<file path="src/rtl/regfile_write_arbiter.sv">
// Register-file write arbiter: two writeback queues (integer, FPU)
// merged round-robin onto one register-file write port.
module regfile_write_arbiter #(
    parameter int QDEPTH = 2
) (
    input  logic        clk,
    input  logic        rst_n,
    input  logic        int_valid,
    output logic        int_ready,
    input  logic [5:0]  int_reg,
    input  logic [31:0] int_data,
    input  logic        fp_valid,
    output logic        fp_ready,
    input  logic [5:0]  fp_reg,
    input  logic        fp_float,
    input  logic [31:0] fp_data,
    output logic [5:0]  rf_writeReg,
    output logic [31:0] rf_writeData,
    output logic        rf_regWrite,
    output logic        rf_float,
    input  logic [5:0]  chk_reg,
    input  logic        chk_float,
    output logic        chk_hit,
    output logic        err_badreg,
    output logic        idle
);

    localparam int AW = $clog2(QDEPTH);
    localparam logic [AW:0] FULL = (AW + 1)'(QDEPTH);

    logic [5:0]    iq_reg  [QDEPTH];
    logic [31:0]   iq_data [QDEPTH];
    logic [AW-1:0] iq_wr;
    logic [AW-1:0] iq_rd;
    logic [AW:0]   iq_cnt;
    logic [AW:0]   iq_cnt_nxt;

    logic [5:0]    fq_reg   [QDEPTH];
    logic [31:0]   fq_data  [QDEPTH];
    logic          fq_float [QDEPTH];
    logic [AW-1:0] fq_wr;
    logic [AW-1:0] fq_rd;
    logic [AW:0]   fq_cnt;
    logic [AW:0]   fq_cnt_nxt;

    logic int_hs;
    logic fp_hs;
    logic int_push;
    logic fp_push;
    logic iq_ne;
    logic fq_ne;
    logic grant_int;
    logic grant_fp;
    logic last_fp;

    // True when slot idx lies inside the occupied window of a queue.
    function automatic logic in_win(
        input logic [AW-1:0] idx,
        input logic [AW-1:0] rd,
        input logic [AW:0]   cnt
    );
        logic [AW-1:0] off;
        off = idx - rd;
        return {1'b0, off} < cnt;
    endfunction

    assign int_hs = int_valid && int_ready;
    assign fp_hs  = fp_valid && fp_ready;

    // Out-of-range and integer x0 requests are consumed but never queued.
    assign int_push = int_hs && !int_reg[5] && (int_reg != 6'd0);
    assign fp_push  = fp_hs && !fp_reg[5] && (fp_float || (fp_reg != 6'd0));

    assign iq_ne = (iq_cnt != '0);
    assign fq_ne = (fq_cnt != '0);

    assign grant_int = iq_ne && (!fq_ne || last_fp);
    assign grant_fp  = fq_ne && !grant_int;

    assign idle = !iq_ne && !fq_ne && !rf_regWrite;

    // Next occupancy of both queues from push/pop of this cycle.
    always_comb begin
        iq_cnt_nxt = iq_cnt;
        fq_cnt_nxt = fq_cnt;
        if (int_push && !grant_int) iq_cnt_nxt = iq_cnt + (AW + 1)'(1);
        if (!int_push && grant_int) iq_cnt_nxt = iq_cnt - (AW + 1)'(1);
        if (fp_push && !grant_fp)   fq_cnt_nxt = fq_cnt + (AW + 1)'(1);
        if (!fp_push && grant_fp)   fq_cnt_nxt = fq_cnt - (AW + 1)'(1);
    end

    // Queue storage; contents need no reset, only the pointers do.
    always_ff @(posedge clk) begin
        if (int_push) begin
            iq_reg[iq_wr]  <= int_reg;
            iq_data[iq_wr] <= int_data;
        end
        if (fp_push) begin
            fq_reg[fq_wr]   <= fp_reg;
            fq_data[fq_wr]  <= fp_data;
            fq_float[fq_wr] <= fp_float;
        end
    end

    // Integer queue pointers, count and registered ready.
    always_ff @(posedge clk) begin
        if (!rst_n) begin
            iq_wr     <= '0;
            iq_rd     <= '0;
            iq_cnt    <= '0;
            int_ready <= 1'b0;
        end else begin
            if (int_push)  iq_wr <= iq_wr + AW'(1);
            if (grant_int) iq_rd <= iq_rd + AW'(1);
            iq_cnt    <= iq_cnt_nxt;
            int_ready <= (iq_cnt_nxt != FULL);
        end
    end

    // FPU queue pointers, count and registered ready.
    always_ff @(posedge clk) begin
        if (!rst_n) begin
            fq_wr    <= '0;
            fq_rd    <= '0;
            fq_cnt   <= '0;
            fp_ready <= 1'b0;
        end else begin
            if (fp_push)  fq_wr <= fq_wr + AW'(1);
            if (grant_fp) fq_rd <= fq_rd + AW'(1);
            fq_cnt   <= fq_cnt_nxt;
            fp_ready <= (fq_cnt_nxt != FULL);
        end
    end

    // Write port, round-robin state and bad-index pulse.
    always_ff @(posedge clk) begin
        if (!rst_n) begin
            rf_regWrite  <= 1'b0;
            rf_writeReg  <= '0;
            rf_writeData <= '0;
            rf_float     <= 1'b0;
            last_fp      <= 1'b1;
            err_badreg   <= 1'b0;
        end else begin
            rf_regWrite <= grant_int || grant_fp;
            if (grant_int) begin
                rf_writeReg  <= iq_reg[iq_rd];
                rf_writeData <= iq_data[iq_rd];
                rf_float     <= 1'b0;
                last_fp      <= 1'b0;
            end else if (grant_fp) begin
                rf_writeReg  <= fq_reg[fq_rd];
                rf_writeData <= fq_data[fq_rd];
                rf_float     <= fq_float[fq_rd];
                last_fp      <= 1'b1;
            end
            err_badreg <= (int_hs && int_reg[5]) || (fp_hs && fp_reg[5]);
        end
    end

    // Hazard query against queued entries and the write on the port.
    always_comb begin
        chk_hit = 1'b0;
        for (int i = 0; i < QDEPTH; i++) begin
            if (in_win(AW'(i), iq_rd, iq_cnt) && !chk_float &&
                (iq_reg[i] == chk_reg))
                chk_hit = 1'b1;
            if (in_win(AW'(i), fq_rd, fq_cnt) &&
                (fq_float[i] == chk_float) && (fq_reg[i] == chk_reg))
                chk_hit = 1'b1;
        end
        if (rf_regWrite && (rf_float == chk_float) &&
            (rf_writeReg == chk_reg))
            chk_hit = 1'b1;
    end

endmodule

</file>
<file path="config.mk">
export PLATFORM = sky130hd
export DESIGN_NAME = regfile_write_arbiter
export DESIGN_NICKNAME = d
export VERILOG_FILES = /design/src/rtl/regfile_write_arbiter.sv
export SDC_FILE = /design/constraint.sdc
export NUM_CORES = 1
export LEC_CHECK = 0
export CAP_MARGIN = 10
export CORE_MARGIN = 10
export CORE_UTILIZATION = 55
export CTS_CLUSTER_DIAMETER = 120
export DETAILED_ROUTE_END_ITERATION = 12
export PLACE_DENSITY = 0.82
export SLEW_MARGIN = 30
export SYNTH_ARGS = -nofsm -noshare
export SYNTH_HDL_FRONTEND = slang
export SYNTH_SLANG_ARGS = --single-unit
</file>
<file path="constraint.sdc">
create_clock -name clk -period 9.6 [get_ports clk]
set_input_delay 1.92 -clock clk [delete_from_list [all_inputs] [get_ports clk]]
set_output_delay 1.92 -clock clk [all_outputs]
set_load 0.05 [all_outputs]
</file>
==> results.txt <==
The run finished with clean final reports. The clock transition at the registers of the reported paths came out at 60 ps. The peak fanout along the critical path came out at 5. The critical path starts at chk_reg[5]. The classification of the worst setup path is in2out. Summed over all instances, the cell type with the most area after synthesis is edfxtp_1. The total DRC errors in the routed layout came out at 0. Post-CTS timing repair inserted 0 buffers for setup.

In the final layout, the registers with the most flip-flops are fq_data: 64 flops, iq_data: 64 flops, rf_writeData: 32 flops. The floorplan step defined a core boundary enclosing 14500 um^2. The layout overhead on the synthesized area came out at 26.9%. The achievable frequency is 165 MHz. The HPWL after detailed placement came out at 12.6 mm. The final-report max-slew violation count came out at 0. The maximum level of the CTS H-tree came out at 1. The post-route minimum period came out at 6060 ps. The CTS tree is done. The instance area after placement came out at 9620 um^2. The count of port buffers added during placement came out at 132. The number of placement rows is 44. The total clock buffers created by CTS is 21. The cell count after synthesis came out at 562. In the synthesized netlist the dominant register cell turns out to be edfxtp_1. Between clock sinks in the finished design, the worst skew comes to 9.04 ps. The first TritonRoute pass finished after 5 iterations. The remaining max-slew budget at the tightest pin is 0.448. The fraction of synthesis flops using an asynchronous set or reset pin came out at 0. The mapped cell area is 8100 um^2.

133 I/O pins were placed. Of the available clock period, the critical path in the final layout requires 0.631. For the pin with the worst max-slew slack, the measured transition is 827 ps. The initial detailed-routing violation count is 371. The total via count in the routed design is 5175. The number of hold buffers added after CTS came out at 0. Setup repair after global routing left no endpoint under its margin. The number of inserted diodes is 0.

The final count of negative-setup-slack endpoints is 0. The combined area of the multi-input logic cells came out at 2250 um^2. The finished cells cover 10300 um^2. In this run the most critical hold path is launched from rf_writeData[25]. The combined flip-flop and latch cell area is 5710 um^2.

The number of hold violations in the final report was 0. STA classifies the critical path startpoint as a primary input. The count of instances resized after the clock tree is built is 0. The startpoint identified for the worst register-to-register timing path is fq_cnt[0]. Sorting the synthesized cells by area gives the leading types as edfxtp_1, dfxtp_1, mux2i_1. The endpoint required time on the critical path is 7680 ps.

The sequential area share after synthesis came out at 0.704. The share of synthesized area in the top cell type comes to 0.571. The maximum number of pins on one net before global-route repair is 51. The overall routing resource usage came out at 0.192.

Of the cells placed in the final design, the portion with a size suffix greater than 1 is 0.0744. The via count of the first global-routing pass is 5603. The number of distinct standard cells referenced by the synthesized netlist came out at 38. The routed length per placed instance is 22.4 um. The arrival time of the worst setup path is 4140 ps. The number of buffers between clock root and the deepest sink is 3. The number of standard cells in the layout, taps in and fillers out came out at 883.

The initial antenna violation count is 0. The number of clock sinks is 208. The clock reaches the later pin of the worst-skew pair after 490 ps. The kind of path behind the tightest hold check is reg2reg.

The design draws 3.14 mW. The average cell area after synthesis came out at 14.4 um^2. The final RePlAce weighted congestion is 0.965. After filler insertion, the fill cell instance count of the layout stands at 963. The count of flip-flops with a built-in enable after synthesis is 154. The wire length of the first global-routing pass came out at 30.9 mm. edfxtp_1 is the most common cell in the netlist. The number of nets with antenna violations after routing came out at 0. The remaining global-route overflow came out at 0. In this run the vertical extent of the chip is 141 um. In this run the horizontal extent of the chip is 141 um.

The net count of the mapped netlist is 652. The routed wire length is 19.7 mm. Final hold analysis gives a worst-case slack of 506 ps. The number of violations of the max-capacitance limit came out at 0. The worst supply voltage drop on vdd is 0.194 mV. The setup TNS is 0 ps. The number of nets at the end of the flow is 774.

For this configuration, the core starts out at a cell density of 0.559. The warning count from the yosys run came out at 0. The element type at the critical path end is an output pin. The post-detailed-route via-to-cell ratio is 5.86.

The die area came out at 20000 um^2. Summed over all cells, the static leakage comes to 3.46 nW. Power spread over the standard cell area amounts to 305 nW/um^2. The post-placement cell count is 845.

After synthesis, the most frequently instantiated cells are edfxtp_1, mux2i_1, nor2_1, dfxtp_1. The tree is rooted in a clkbuf_16. Synthesis inferred 208 register bits.
==> power by group <==
group	internal, mW	switching [mW]	leakage, nW
clock	0.442	0.321	0.308
sequential	1.09	0.117	1.84
combinational	0.433	0.732	1.31
==> metrics by stage <==
step	setup slack, ps	utilization
CTS	3530	0.709
finish	3540	0.710
global route	3410	0.710
detailed placement	3540	0.665
floorplan	4520	-
global placement	3580	0.661
==> cell type report <==
cell class / count / area share
inverter: 8 / 0.00304
multi-input combinational: 306 / 0.219
clock buffer: 30 / 0.0554
tap: 184 / 0.0224
clock inverter: 8 / 0.00706
timing repair buffer: 139 / 0.138
sequential: 208 / 0.555
==> critical path: stages <==
cell and delay [ps]:
clkdlybuf4s50_1 560, xor2_1 230, nor4_1 250, and4_1 220, a21oi_1 50, nand4_1 110, clkdlybuf4s50_1 810
==> layout by cell type (no fill, tap or decap), drive strengths merged, types with 2 or more instances in the layout <==
cell and count:
mux2i 77, nor2b 3, nor2 56, xnor2 7, and2 2, a21oi 5
ha 2, a31oi 38, edfxtp 154, nor3 2, clkinvlp 2, nand3 3
buf 7, dfxtp 54, xor2 32, clkdlybuf4s50 132, a211oi 3, a311oi 3
o21ai 6, nand2 7, clkinv 5, nor4 8, clkbuf 30, inv 8
nand4 3, o22ai 38
==> path summary, 6_finish.rpt <==
path | endpoint | slack [ps] | depth (start not counted)
max | chk_hit | 3540 | 7
min | rf_writeData[25] | 510 | 2
max reg2reg | fq_cnt[1] | 7040 | 7
min reg2reg | rf_writeData[25] | 510 | 2
==> routing by layer <==
layer	part of all wire	track usage
met2	0.51	0.343
met4	0.018	0.0489
met1	0.40	0.229
met5	0	0
met3	0.073	0.0441
==> logic make-up (layout without fill, tap and decap cells) <==
group,Yosys count,count (layout),synth area share
AO/OA/AOI/OAI,99,99,0.0816
XOR/XNOR,39,39,0.0422
multiplexers,77,77,0.0951
buffers and inverters,48,185,0.0243
flip-flops,208,208,0.704
AND/OR/NAND/NOR,89,89,0.0494
adder cells (fa/ha/maj),2,2,0.00309
Note: power is estimated with default switching activity, not from simulation.
